===== config.mk =====
export PLATFORM = sky130hd
export DESIGN_NAME = fifo_wm_flat
export DESIGN_NICKNAME = d
export VERILOG_FILES = /design/src/rtl/fifo_pkg.sv /design/src/rtl/fifo_wm_if.sv /design/src/rtl/fifo_wrap_ptr.sv /design/src/rtl/fifo_wm.sv /design/src/flat_wrapper.sv
export SDC_FILE = /design/constraint.sdc
export NUM_CORES = 1
export LEC_CHECK = 0
export ABC_AREA = 1
export CAP_MARGIN = 20
export CORE_MARGIN = 10
export CORE_UTILIZATION = 25
export DETAILED_ROUTE_END_ITERATION = 8
export PLACE_DENSITY = 0.52
export SYNTH_ARGS = -nofsm -noshare
export SYNTH_HDL_FRONTEND = slang
export SYNTH_HIERARCHICAL = 1
export SYNTH_SLANG_ARGS = --single-unit

===== constraint.sdc =====
create_clock -name clk_i -period 2.8 [get_ports clk_i]
set_input_delay 0.7 -clock clk_i [delete_from_list [all_inputs] [get_ports clk_i]]
set_output_delay 0.7 -clock clk_i [all_outputs]
set_load 0.005 [all_outputs]

===== src/rtl/fifo_pkg.sv =====
// Shared FIFO package.
// Holds the read-mode constants selecting first-word-fall-through or
// registered read, and a helper giving the occupancy counter width for a
// given depth (one extra bit so that a count equal to the depth fits).
package fifo_pkg;

    localparam int unsigned FIFO_MODE_FWFT = 1;
    localparam int unsigned FIFO_MODE_REG  = 0;

    function automatic int unsigned occ_width(input int unsigned depth);
        return int'($clog2(depth)) + 1;
    endfunction

endpackage


===== src/rtl/fifo_wm_if.sv =====
// Stream interface between a producer/consumer and fifo_wm.
// Signals:
//   push_i / dat_i         write request and write data
//   full_o                 FIFO cannot accept a write
//   pop_i / dat_o          read request and read data
//   empty_o                FIFO holds no data
//   cnt_o                  current occupancy
// Modports: master = producer/consumer side, slave = FIFO side.
interface fifo_wm_if
    import fifo_pkg::*;
#(
    parameter int unsigned DATA_WIDTH = 32,
    parameter int unsigned CNT_WIDTH  = occ_width(8)
);

    logic                  push_i;
    logic [DATA_WIDTH-1:0] dat_i;
    logic                  full_o;
    logic                  pop_i;
    logic [DATA_WIDTH-1:0] dat_o;
    logic                  empty_o;
    logic [CNT_WIDTH-1:0]  cnt_o;

    modport master (
        output push_i, dat_i, pop_i,
        input  full_o, dat_o, empty_o, cnt_o
    );

    modport slave (
        input  push_i, dat_i, pop_i,
        output full_o, dat_o, empty_o, cnt_o
    );

endinterface


===== src/rtl/fifo_wrap_ptr.sv =====
// Modulo-DEPTH pointer for FIFOs of arbitrary (non-power-of-two) depth.
// Ports:
//   clk_i    clock
//   rst_n_i  asynchronous active-low reset, pointer resets to 0
//   clr_i    synchronous clear to 0, has priority over inc_i
//   inc_i    advance by one, wrapping from DEPTH-1 to 0
//   ptr_o    current pointer value
module fifo_wrap_ptr #(
    parameter int unsigned DEPTH     = 8,
    parameter int unsigned PTR_WIDTH = $clog2(DEPTH)
) (
    input  logic                 clk_i,
    input  logic                 rst_n_i,
    input  logic                 clr_i,
    input  logic                 inc_i,
    output logic [PTR_WIDTH-1:0] ptr_o
);

    localparam logic [PTR_WIDTH-1:0] LastIdx = PTR_WIDTH'(DEPTH - 1);

    logic [PTR_WIDTH-1:0] ptr_q, ptr_d;

    // Explicit wrap at DEPTH-1: natural overflow is only correct for powers of two.
    always_comb begin
        ptr_d = ptr_q;
        if (clr_i) begin
            ptr_d = '0;
        end else if (inc_i) begin
            ptr_d = (ptr_q == LastIdx) ? '0 : ptr_q + PTR_WIDTH'(1);
        end
    end

    always_ff @(posedge clk_i or negedge rst_n_i) begin
        if (!rst_n_i) begin
            ptr_q <= '0;
        end else begin
            ptr_q <= ptr_d;
        end
    end

    assign ptr_o = ptr_q;

endmodule


===== src/rtl/fifo_wm.sv =====
// Single-clock FIFO with arbitrary depth, FWFT or registered read,
// programmable almost-full/almost-empty watermarks and optional sticky
// overflow/underflow flags.
// Ports:
//   clk_i, rst_n_i       clock, asynchronous active-low reset
//   flush_i              synchronous clear of pointers and count
//   bus                  fifo_wm_if slave: push/dat_i/full, pop/dat_o/empty, cnt
//   afull_thr_i          afull_o = cnt >= afull_thr_i
//   aempty_thr_i         aempty_o = cnt <= aempty_thr_i
//   clr_err_i            clears sticky error flags
//   overflow_o           sticky: push attempted while full
//   underflow_o          sticky: pop attempted while empty
// Build option: define FIFO_WM_ERR_EN to implement the sticky error flags;
// otherwise overflow_o/underflow_o are tied low and clr_err_i is ignored.
module fifo_wm
    import fifo_pkg::*;
#(
    parameter int unsigned DATA_WIDTH       = 32,
    parameter int unsigned BUFFER_DEPTH     = 8,
    parameter int unsigned LOG_BUFFER_DEPTH = $clog2(BUFFER_DEPTH),
    parameter int unsigned FWFT             = FIFO_MODE_FWFT
) (
    input  logic                    clk_i,
    input  logic                    rst_n_i,
    input  logic                    flush_i,
    fifo_wm_if.slave                bus,
    input  logic [LOG_BUFFER_DEPTH:0] afull_thr_i,
    input  logic [LOG_BUFFER_DEPTH:0] aempty_thr_i,
    output logic                    afull_o,
    output logic                    aempty_o,
    input  logic                    clr_err_i,
    output logic                    overflow_o,
    output logic                    underflow_o
);

    localparam int unsigned CntW = LOG_BUFFER_DEPTH + 1;
    localparam logic [CntW-1:0] DepthCnt = CntW'(BUFFER_DEPTH);

    logic [CntW-1:0]             cnt_q, cnt_d;
    logic [LOG_BUFFER_DEPTH-1:0] wr_ptr, rd_ptr;
    logic [DATA_WIDTH-1:0]       mem_q [BUFFER_DEPTH];

    logic full, empty;
    logic push_hdshk, pop_hdshk;
    logic wr_en, rd_en;

    assign full  = (cnt_q == DepthCnt);
    assign empty = (cnt_q == '0);

    // Full+push+pop accepts only the pop; empty+push+pop accepts only the push.
    assign push_hdshk = bus.push_i & ~full;
    assign pop_hdshk  = bus.pop_i & ~empty;

    // Flush overrides both handshakes.
    assign wr_en = push_hdshk & ~flush_i;
    assign rd_en = pop_hdshk & ~flush_i;

    always_comb begin
        cnt_d = cnt_q;
        if (flush_i) begin
            cnt_d = '0;
        end else if (push_hdshk && !pop_hdshk) begin
            cnt_d = cnt_q + CntW'(1);
        end else if (pop_hdshk && !push_hdshk) begin
            cnt_d = cnt_q - CntW'(1);
        end
    end

    always_ff @(posedge clk_i or negedge rst_n_i) begin
        if (!rst_n_i) begin
            cnt_q <= '0;
        end else begin
            cnt_q <= cnt_d;
        end
    end

    fifo_wrap_ptr #(
        .DEPTH     (BUFFER_DEPTH),
        .PTR_WIDTH (LOG_BUFFER_DEPTH)
    ) u_wr_ptr (
        .clk_i   (clk_i),
        .rst_n_i (rst_n_i),
        .clr_i   (flush_i),
        .inc_i   (wr_en),
        .ptr_o   (wr_ptr)
    );

    fifo_wrap_ptr #(
        .DEPTH     (BUFFER_DEPTH),
        .PTR_WIDTH (LOG_BUFFER_DEPTH)
    ) u_rd_ptr (
        .clk_i   (clk_i),
        .rst_n_i (rst_n_i),
        .clr_i   (flush_i),
        .inc_i   (rd_en),
        .ptr_o   (rd_ptr)
    );

    // Storage resets to zero so that FWFT read data is defined after reset;
    // flush leaves contents in place.
    always_ff @(posedge clk_i or negedge rst_n_i) begin
        if (!rst_n_i) begin
            for (int i = 0; i < int'(BUFFER_DEPTH); i++) begin
                mem_q[i] <= '0;
            end
        end else if (wr_en) begin
            mem_q[wr_ptr] <= bus.dat_i;
        end
    end

    if (FWFT == FIFO_MODE_FWFT) begin : g_fwft
        assign bus.dat_o = mem_q[rd_ptr];
    end else begin : g_reg
        logic [DATA_WIDTH-1:0] dat_q;

        always_ff @(posedge clk_i or negedge rst_n_i) begin
            if (!rst_n_i) begin
                dat_q <= '0;
            end else if (rd_en) begin
                dat_q <= mem_q[rd_ptr];
            end
        end

        assign bus.dat_o = dat_q;
    end

    assign bus.full_o  = full;
    assign bus.empty_o = empty;
    assign bus.cnt_o   = cnt_q;

    // A threshold above the depth can never be reached, so afull_o stays low.
    assign afull_o  = (cnt_q >= afull_thr_i);
    assign aempty_o = (cnt_q <= aempty_thr_i);

`ifdef FIFO_WM_ERR_EN
    logic ovf_q, ovf_d;
    logic unf_q, unf_d;

    // Clear first so that a new error in the clearing cycle still sets.
    always_comb begin
        ovf_d = clr_err_i ? 1'b0 : ovf_q;
        unf_d = clr_err_i ? 1'b0 : unf_q;
        if (bus.push_i && full && !flush_i) begin
            ovf_d = 1'b1;
        end
        if (bus.pop_i && empty && !flush_i) begin
            unf_d = 1'b1;
        end
    end

    always_ff @(posedge clk_i or negedge rst_n_i) begin
        if (!rst_n_i) begin
            ovf_q <= 1'b0;
            unf_q <= 1'b0;
        end else begin
            ovf_q <= ovf_d;
            unf_q <= unf_d;
        end
    end

    assign overflow_o  = ovf_q;
    assign underflow_o = unf_q;
`else
    logic unused_clr_err;
    assign unused_clr_err = clr_err_i;
    assign overflow_o     = 1'b0;
    assign underflow_o    = 1'b0;
`endif

endmodule


===== src/flat_wrapper.sv =====
// flat-port wrapper written by rule: the top's interface ports become plain ports
module fifo_wm_flat import fifo_pkg::*;
#(
    parameter int unsigned DATA_WIDTH       = 32,
    parameter int unsigned BUFFER_DEPTH     = 8,
    parameter int unsigned LOG_BUFFER_DEPTH = $clog2(BUFFER_DEPTH),
    parameter int unsigned FWFT             = FIFO_MODE_FWFT
)
  (clk_i, rst_n_i, flush_i, afull_thr_i, aempty_thr_i, afull_o, aempty_o, clr_err_i, overflow_o, underflow_o, bus_push_i, bus_dat_i, bus_pop_i, bus_full_o, bus_dat_o, bus_empty_o, bus_cnt_o);
  fifo_wm_if #(.DATA_WIDTH(DATA_WIDTH)) bus_i ();
  input  logic clk_i;
  input  logic rst_n_i;
  input  logic flush_i;
  input  logic [LOG_BUFFER_DEPTH:0] afull_thr_i;
  input  logic [LOG_BUFFER_DEPTH:0] aempty_thr_i;
  output logic afull_o;
  output logic aempty_o;
  input  logic clr_err_i;
  output logic overflow_o;
  output logic underflow_o;
  input wire logic [$bits(bus_i.push_i)-1:0] bus_push_i;
  input wire logic [$bits(bus_i.dat_i)-1:0] bus_dat_i;
  input wire logic [$bits(bus_i.pop_i)-1:0] bus_pop_i;
  output wire logic [$bits(bus_i.full_o)-1:0] bus_full_o;
  output wire logic [$bits(bus_i.dat_o)-1:0] bus_dat_o;
  output wire logic [$bits(bus_i.empty_o)-1:0] bus_empty_o;
  output wire logic [$bits(bus_i.cnt_o)-1:0] bus_cnt_o;
  assign bus_i.push_i = bus_push_i;
  assign bus_i.dat_i = bus_dat_i;
  assign bus_i.pop_i = bus_pop_i;
  assign bus_full_o = bus_i.full_o;
  assign bus_dat_o = bus_i.dat_o;
  assign bus_empty_o = bus_i.empty_o;
  assign bus_cnt_o = bus_i.cnt_o;
  fifo_wm #(.DATA_WIDTH(DATA_WIDTH), .BUFFER_DEPTH(BUFFER_DEPTH), .LOG_BUFFER_DEPTH(LOG_BUFFER_DEPTH), .FWFT(FWFT)) u_core (.clk_i(clk_i), .rst_n_i(rst_n_i), .flush_i(flush_i), .bus(bus_i), .afull_thr_i(afull_thr_i), .aempty_thr_i(aempty_thr_i), .afull_o(afull_o), .aempty_o(aempty_o), .clr_err_i(clr_err_i), .overflow_o(overflow_o), .underflow_o(underflow_o));
endmodule

==> impl_metrics.prom, run 1 <==
# TYPE chip_impl_metric gauge
chip_impl_info{name="status",value="finished with violations"} 1
chip_impl_info{name="violations",value="setup timing"} 1
chip_impl_metric{name="p_seq_share",unit="%"} 34.3
chip_impl_metric{name="routed_wl",unit="um"} 40200
chip_impl_metric{name="detail-route-antenna-nets",unit=""} 0
chip_impl_metric{name="count_of_standard_cell_rows",unit=""} 82
chip_impl_info{name="criticalPathCategory",value="flip-flop to primary output"} 1
chip_impl_metric{name="critical_path.max_fanout",unit=""} 7
chip_impl_info{name="cpLargestDelayFamily",value="buffers and inverters"} 1
chip_impl_metric{name="drt_pre_antenna_iters",unit=""} 5
chip_impl_metric{name="combPwrFrac",unit="%"} 32.9
chip_impl_metric{name="synthCells",unit=""} 1446
chip_impl_metric{name="die-area",unit="sq mm"} 0.06029
chip_impl_info{name="synth_common_cells",value="380 x nand2_1, 266 x dfrtp_1, 214 x o21ai_1, 199 x nor2_1, 66 x o21ai_0"} 1
chip_impl_metric{name="sw_pwr",unit="W"} 0.004475
chip_impl_metric{name="cts-buffers-inserted",unit=""} 34
chip_impl_metric{name="cts_sinks",unit=""} 266
chip_impl_metric{name="drt-vias-per-instance",unit=""} 4.683
chip_impl_info{name="hold_path.class",value="primary input to async pin"} 1
chip_impl_metric{name="synth_async_sr_flop_share",unit="%"} 100.0
chip_impl_metric{name="cell_area_after_synthesis",unit="sq mm"} 0.01272
chip_impl_info{name="synthMostInstantiatedCell",value="nand2_1"} 1
chip_impl_metric{name="synth-edff-count",unit=""} 0
chip_impl_metric{name="powerDensity",unit="mW/mm^2"} 833.0
chip_impl_info{name="synthFlopType",value="dfrtp_1"} 1
chip_impl_info{name="worst_path_most_repeated_cell",value="buf_12"} 1
chip_impl_metric{name="final.setup.tns",unit="ps"} -514.1
chip_impl_metric{name="met2_usage_grt",unit="%"} 21.52
chip_impl_metric{name="worst_case_vdd_ir_drop",unit="mV"} 0.3714
chip_impl_metric{name="synth_cell_types",unit=""} 28
chip_impl_info{name="tritoncts",value="built"} 1
chip_impl_metric{name="ys_ff_latch",unit=""} 266
chip_impl_metric{name="crit_path_max_incr_delay",unit="ps"} 540
chip_impl_metric{name="p_sw_share",unit="%"} 31.57
chip_impl_metric{name="number_of_drc_violations_after_detailed_routing",unit=""} 0
chip_impl_metric{name="detailedPlacementHpwl",unit="um"} 21050
chip_impl_metric{name="critical_path_cell_count",unit=""} 9
chip_impl_metric{name="clock_period_minus_worst_slack",unit="ps"} 2867
chip_impl_metric{name="grt_start_max_net_pins",unit=""} 68
chip_impl_metric{name="clk_pin_slew",unit="ps"} 60
chip_impl_metric{name="finClkSkew",unit="ps"} 9.317
chip_impl_metric{name="die_height",unit="um"} 245.5
chip_impl_metric{name="worst-endpoint-required",unit="ps"} 2100
chip_impl_metric{name="clock_latency_late_sink",unit="ps"} 530
chip_impl_info{name="critPathLaunch",value="u_core/u_rd_ptr/ptr_o[0]"} 1
chip_impl_metric{name="globalRouteOverflowTotal",unit=""} 0
chip_impl_metric{name="placed_cells",unit=""} 2143
chip_impl_metric{name="whs",unit="ps"} 144.2
chip_impl_metric{name="final_max_slew_viol_count",unit=""} 0
chip_impl_metric{name="report.power.total",unit="W"} 0.01417
chip_impl_metric{name="place_congestion",unit=""} 0.7463
chip_impl_metric{name="ys_seq_area_share",unit="%"} 52.34
chip_impl_metric{name="intPower",unit="W"} 0.009699
chip_impl_metric{name="worst_pin_slew",unit="ps"} 614.1
chip_impl_metric{name="yosys.area.top_type_share",unit="%"} 52.34
chip_impl_metric{name="synthesis.area_per_instance",unit="sq um"} 8.795
chip_impl_metric{name="post_route_core_utilization",unit="%"} 33.85
chip_impl_info{name="biggest_area_consumer_among_synthesized_cells",value="dfrtp_1"} 1
chip_impl_metric{name="vias",unit=""} 10589
chip_impl_metric{name="leakagePower",unit="nW"} 7.853
chip_impl_info{name="critPathLaunchType",value="flip-flop"} 1
chip_impl_metric{name="initial_utilization",unit="%"} 25.30
chip_impl_metric{name="die_w",unit="um"} 245.5
chip_impl_info{name="crit_chain",value="buf_12 -> buf_12 -> buf_12 -> buf_16 -> o21ai_4 -> o32ai_2 -> nand2_1 -> nand2_2 -> buf_6"} 1
chip_impl_metric{name="layout-drive-gt1-share",unit="%"} 23.29
chip_impl_metric{name="total_routing_resource_utilization_after_global_routing",unit="%"} 13.15
chip_impl_metric{name="maxCapViolations",unit=""} 0
chip_impl_info{name="cpMaxStageDelayCell",value="dfrtp_4"} 1
chip_impl_metric{name="htree_levels",unit=""} 2
chip_impl_metric{name="floorplan.core_area",unit="sq mm"} 0.05027
chip_impl_metric{name="r2r_slack",unit="ps"} 520
chip_impl_metric{name="finalSetupViolations",unit=""} 16
chip_impl_metric{name="vias_in_the_first_global_route",unit=""} 10510
chip_impl_metric{name="routed_wire_length_per_instance",unit="um"} 17.78
chip_impl_metric{name="wire_length_of_the_first_global_routing_pass",unit="um"} 62930
chip_impl_metric{name="met3_usage_in_global_routing",unit="%"} 2.215
chip_impl_metric{name="hold_viol",unit=""} 0
chip_impl_metric{name="dr.first_iter.drc_count",unit=""} 860
chip_impl_metric{name="antenna_found_initial",unit=""} 0
chip_impl_metric{name="power.clock.fraction",unit="%"} 32.8
chip_impl_metric{name="final_cell_count_no_fill",unit=""} 2261
chip_impl_metric{name="number_of_buffers_added_on_ports",unit=""} 84
chip_impl_metric{name="n_antenna_cell",unit=""} 0
chip_impl_info{name="critical_path.endpoint_type",value="primary output"} 1
chip_impl_metric{name="ys_warn_count",unit=""} 6
chip_impl_info{name="rsz_0062_raised_after_global_routing",value="true"} 1
chip_impl_metric{name="boundaryPins",unit=""} 88
chip_impl_metric{name="grt_util_met1",unit="%"} 17.53
chip_impl_metric{name="relSlewSlack",unit="%"} 59.06
chip_impl_info{name="grt_most_used_layer",value="met2"} 1
chip_impl_metric{name="nNetsFinal",unit=""} 1625
chip_impl_metric{name="ctsHoldBuffers",unit=""} 0
chip_impl_metric{name="critical_path_arrival",unit="ps"} 2170
chip_impl_metric{name="cts_buffer_depth",unit=""} 3
chip_impl_metric{name="post-route-period-util",unit="%"} 102.4
chip_impl_metric{name="pnr_worst_setup_slack",unit="ps"} -66.68
chip_impl_info{name="r2r-end",value="u_core/bus.cnt_o[3]"} 1
chip_impl_info{name="ctsRootBufferMaster",value="clkbuf_16"} 1
chip_impl_info{name="netlist_top_cells_area",value="dfrtp_1 52%, nand2_1 11%, o21ai_1 8.4%"} 1
chip_impl_metric{name="max_freq",unit="MHz"} 348.8
chip_impl_info{name="critPathCapture",value="bus_dat_o[29]"} 1
chip_impl_metric{name="worst-r2r-cell-count",unit=""} 11
chip_impl_info{name="r2r-start",value="u_core/bus.cnt_o[1]"} 1
chip_impl_metric{name="areaGrowthSynthToFinish",unit="%"} 33.80
chip_impl_metric{name="worst-path-buf-inv",unit=""} 5
power groups by stage:
| stage | clock network [W] | registers (W) | logic [W] |
|---|---|---|---|
| final | 0.00465 | 0.00486 | 0.00466 |
| after global routing | 0.00492 | 0.00494 | 0.00514 |
| after CTS | 0.00476 | 0.00484 | 0.00445 |
| after detailed placement | 0 | 0.00488 | 0.00351 |
| after global placement | 0 | 0.00487 | 0.00347 |
| after floorplan | 0 | 0.00479 | 0.00204 |
state kept, by name, indices dropped and copies added, names as in the netlist:
signal / count
u_core/mem_q: 256
u_core/bus.cnt_o: 4
u_core/u_rd_ptr/ptr_o: 3
u_core/u_wr_ptr/ptr_o: 3
placed cells by master, fill, tap and decap left out, types with 17 or more instances in the layout:
cell type / Yosys / routed
nand2_1: 380 / 363
dfrtp_1: 266 / 263
o21ai_1: 214 / 224
nor2_1: 199 / 168
o21ai_2: 42 / 62
inv_1: 58 / 56
clkdlybuf4s50_1: 0 / 49
o32ai_2: 0 / 42
clkbuf_16: 0 / 40
buf_4: 2 / 38
o21ai_0: 66 / 32
buf_12: 0 / 26
nor2_2: 4 / 24
buf_6: 48 / 23
o32ai_1: 65 / 23
buf_16: 0 / 19
buf_2: 16 / 19
nand2_2: 0 / 17
cells by family (layout without fill, tap and decap cells):
kind of cell               Yosys count  after routing  share of synthesized area (%)
AOI/OAI and AO/OA                  394            394                          18.70
xor gates and xnor gates             1              1                        0.06888
adders and majority gates           15             15                          1.535
buffers and inverters              162            304                          7.841
DFF                                266            266                          52.34
other                                1              2                        0.02949
and+or+nand+nor                    607            607                          19.48
timing repair:
action | 4_1_cts | 5_1_grt
gates resized for setup | 286 | 87
pin swaps | 67 | 43
endpoints found under the setup margin | 34 | 33
gates cloned | 18 | 3
buffers inserted | 38 | 3
per-stage QoR:
step                area [sq um]  worst slack [ps]
global placement           14140            -376.9
detailed placement         14140            -372.1
CTS                        16600            -112.7
finish                     17020            -66.68
floorplan                  12720             658.3
global route               17020            -169.6
how the worst min path moves through the flow:
stage	from	to	slack (ps)
6_report	rst_n_i	u_core/mem_q[242]	140
5_1_grt	rst_n_i	u_core/mem_q[146]	180
4_1_cts	rst_n_i	u_core/mem_q[146]	150
3_5_place_dp	u_core/mem_q[171]	u_core/mem_q[171]	460
3_3_place_gp	u_core/mem_q[35]	u_core/mem_q[35]	460
2_1_floorplan	rst_n_i	u_core/bus.cnt_o[0]	400
area by class of cell:
class,instances,area (sq um)
tap,672,840.8
multi-input combinational,1019,5707
clock buffer,55,1114
clock inverter,6,83.83
sequential,266,6665
fill,5167,33260
timing repair buffer,184,2371
inverter,59,234.0
per-layer routing:
layer	vias up	share of wire, %	routed length, um
met5	-	0	0
met4	0	1.9	780
met3	53	4.6	1833
met2	244	48	19320
met1	5199	45	18260
li1	5093	-	-
Note: power is estimated with default switching activity, not from simulation.
==> run 2: changes to the inputs <==
--- a/config.mk
+++ b/config.mk
@@ -11,6 +11,7 @@
 export CORE_UTILIZATION = 25
 export DETAILED_ROUTE_END_ITERATION = 8
 export PLACE_DENSITY = 0.52
+export SLEW_MARGIN = 30
 export SYNTH_ARGS = -nofsm -noshare
 export SYNTH_HDL_FRONTEND = slang
 export SYNTH_HIERARCHICAL = 1
==> constraint.sdc (replaced) <==
create_clock -name clk_i -period 3.7 [get_ports clk_i]
set_input_delay 0.925 -clock clk_i [delete_from_list [all_inputs] [get_ports clk_i]]
set_output_delay 0.925 -clock clk_i [all_outputs]
set_load 0.005 [all_outputs]
==> run 2 against run 1 <==
The run now ends clean. Non-clock buffer count down 72. Largest power group unchanged. Hold slack improved by 290 ps. Via count down 6.3%. Clock power decreased by 38%. Wire length decreased by 13%. Final cell count decreased by 3.4%. Setup slack gained 240 ps. Combinational power down 46%.
==> impl_metrics.prom, run 2 (synthesis results as in run 1) <==
# TYPE chip_impl_metric gauge
chip_impl_metric{name="detailedPlace.worstSlack",unit="ps"} 69.47
chip_impl_info{name="worst_path_most_repeated_cell",value="nand2_1"} 1
chip_impl_metric{name="finalSetupViolations",unit=""} 0
chip_impl_metric{name="cts_buffer_depth",unit=""} 3
chip_impl_metric{name="critical_path.max_fanout",unit=""} 60
chip_impl_metric{name="crit_path_max_incr_delay",unit="ps"} 560
chip_impl_metric{name="powerDensity",unit="mW/mm^2"} 605.4
chip_impl_info{name="rsz_0062_raised_after_global_routing",value="true"} 1
chip_impl_metric{name="leakagePower",unit="nW"} 6.942
chip_impl_info{name="crit_chain",value="inv_4 -> buf_16 -> nor2_1 -> o32ai_1 -> nand2_1 -> nand2_1 -> clkdlybuf4s50_1"} 1
chip_impl_metric{name="routed_wire_length_per_instance",unit="um"} 15.96
chip_impl_metric{name="drt-vias-per-instance",unit=""} 4.543
chip_impl_metric{name="worst-endpoint-required",unit="ps"} 2770
chip_impl_metric{name="n_antenna_cell",unit=""} 0
chip_impl_info{name="critical_path.endpoint_type",value="primary output"} 1
chip_impl_metric{name="ff_latch_area",unit="sq mm"} 0.006665
chip_impl_metric{name="die_w",unit="um"} 245.5
chip_impl_metric{name="dr.first_iter.drc_count",unit=""} 714
chip_impl_metric{name="boundaryPins",unit=""} 88
chip_impl_info{name="ctsRootBufferMaster",value="clkbuf_16"} 1
chip_impl_info{name="max_flop_register",value="u_core/mem_q"} 1
chip_impl_metric{name="initial_utilization",unit="%"} 25.30
chip_impl_metric{name="fillerInstances",unit=""} 5315
chip_impl_metric{name="clock_period_minus_worst_slack",unit="ps"} 3531
chip_impl_metric{name="count_of_standard_cell_rows",unit=""} 82
chip_impl_metric{name="maxCapViolations",unit=""} 0
chip_impl_metric{name="detail-route-antenna-nets",unit=""} 0
chip_impl_info{name="layout_common_cells",value="380 x nand2_1, 263 x dfrtp_1, 214 x o21ai_1"} 1
chip_impl_info{name="hold_path.class",value="primary input to async pin"} 1
chip_impl_metric{name="globalRouteOverflowTotal",unit=""} 0
chip_impl_metric{name="clk_pin_slew",unit="ps"} 50
chip_impl_metric{name="total_routing_resource_utilization_after_global_routing",unit="%"} 11.36
chip_impl_metric{name="critical_path_arrival",unit="ps"} 2610
chip_impl_metric{name="htree_levels",unit=""} 1
chip_impl_metric{name="relSlewSlack",unit="%"} 46.81
chip_impl_metric{name="drt_pre_antenna_iters",unit=""} 7
chip_impl_info{name="criticalPathCategory",value="flip-flop to primary output"} 1
chip_impl_metric{name="report.power.total",unit="W"} 0.009100
chip_impl_metric{name="routed_wl",unit="um"} 34840
chip_impl_info{name="tritoncts",value="built"} 1
chip_impl_metric{name="die_height",unit="um"} 245.5
chip_impl_metric{name="finClkSkew",unit="ps"} 9.347
chip_impl_metric{name="die-area",unit="sq mm"} 0.06029
chip_impl_info{name="cpMaxStageDelayCell",value="dfrtp_4"} 1
chip_impl_metric{name="areaGrowthSynthToFinish",unit="%"} 18.20
chip_impl_metric{name="final_max_slew_viol_count",unit=""} 0
chip_impl_info{name="critPathLaunchType",value="flip-flop"} 1
chip_impl_info{name="layout_commonest_cell",value="nand2_1"} 1
chip_impl_metric{name="grt_start_max_net_pins",unit=""} 104
chip_impl_metric{name="layout-drive-gt1-share",unit="%"} 8.802
chip_impl_metric{name="vias",unit=""} 9918
chip_impl_metric{name="max_freq",unit="MHz"} 283.2
chip_impl_metric{name="cts_sinks",unit=""} 266
chip_impl_metric{name="clock_latency_late_sink",unit="ps"} 550
chip_impl_metric{name="number_of_buffers_added_on_ports",unit=""} 84
chip_impl_metric{name="worst_case_vdd_ir_drop",unit="mV"} 0.4202
chip_impl_metric{name="final_cell_count_no_fill",unit=""} 2183
chip_impl_metric{name="floorplan.core_area",unit="sq mm"} 0.05027
chip_impl_metric{name="placed_cells",unit=""} 2127
chip_impl_metric{name="largest_register_ffs",unit=""} 256
chip_impl_metric{name="worst_pin_slew",unit="ps"} 797.8
chip_impl_metric{name="vias_in_the_first_global_route",unit=""} 9815
chip_impl_metric{name="antenna_found_initial",unit=""} 0
chip_impl_metric{name="pnr_worst_setup_slack",unit="ps"} 168.7
chip_impl_metric{name="area_taken_by_multi_input_logic_gates",unit="sq mm"} 0.005067
chip_impl_metric{name="place_congestion",unit=""} 0.7571
chip_impl_metric{name="hold_viol",unit=""} 0
chip_impl_metric{name="nNetsFinal",unit=""} 1550
chip_impl_info{name="status",value="finished clean"} 1
chip_impl_metric{name="cts-buffers-inserted",unit=""} 31
chip_impl_metric{name="worst-r2r-cell-count",unit=""} 9
chip_impl_metric{name="whs",unit="ps"} 430.4
chip_impl_metric{name="number_of_drc_violations_after_detailed_routing",unit=""} 0
chip_impl_metric{name="post-route-period-util",unit="%"} 95.44
chip_impl_metric{name="detailedPlacementHpwl",unit="um"} 20810
chip_impl_metric{name="wire_length_of_the_first_global_routing_pass",unit="um"} 56260
## run 2: layer usage
| layer | up-vias | global-route usage [%] | part of all wire (%) |
|---|---|---|---|
| li1 | 4915 | - | - |
| met1 | 4792 | 15.34 | 47 |
| met2 | 179 | 19.06 | 47 |
| met3 | 32 | 1.727 | 4.4 |
| met4 | 0 | 1.942 | 1.4 |
| met5 | - | 0 | 0 |
## run 2: timing repair
action	in CTS	in global routing
pin swaps	0	0
setup buffers	0	1
gates cloned	0	0
setup endpoints to repair	2	16
resized for setup	1	6
hold buffers	0	0
## run 2: power by group
group	internal [W]	switching (W)
sequential	0.00338	0.000294
clock	0.00174	0.00117
combinational	0.00118	0.00135
## run 2: worst paths after layout
path / start / to / slack, ps
worst max register to register: u_core/bus.cnt_o[3] / u_core/mem_q[220] / 1380
min in group clk_i: u_core/mem_q[175] / u_core/mem_q[175] / 470
max in group asynchronous: rst_n_i / u_core/mem_q[187] / 2410
worst min register to register: u_core/mem_q[175] / u_core/mem_q[175] / 470
worst min-delay path: rst_n_i / u_core/mem_q[112] / 430
worst max-delay path: u_core/u_rd_ptr/ptr_o[0] / bus_dat_o[20] / 170
## run 2: final cells by class
cell class	instances	area share, %
Multi-Input combinational cell	1019	33.71
Clock inverter	8	0.6243
Sequential cell	266	44.34
Tap cell	672	5.593
Inverter	59	1.490
Timing Repair Buffer	112	8.482
Clock buffer	47	5.760
## run 2: through the flow
stage	setup TNS (ps)	cell area [sq um]	utilization (%)
2_1_floorplan	0	12720	-
3_3_place_gp	0	14020	27.89
3_5_place_dp	0	14020	27.89
4_1_cts	0	14980	29.81
5_1_grt	-6.215	15030	29.90
6_report	0	15030	29.90
## run 2: worst max-delay path, delay by kind of cell (launching register included)
kind	cells	cell delay [ps]
buffers and inverters	3	930
flip-flops	1	560
AND/OR/NAND/NOR	3	310
AO/OA/AOI/OAI	1	230
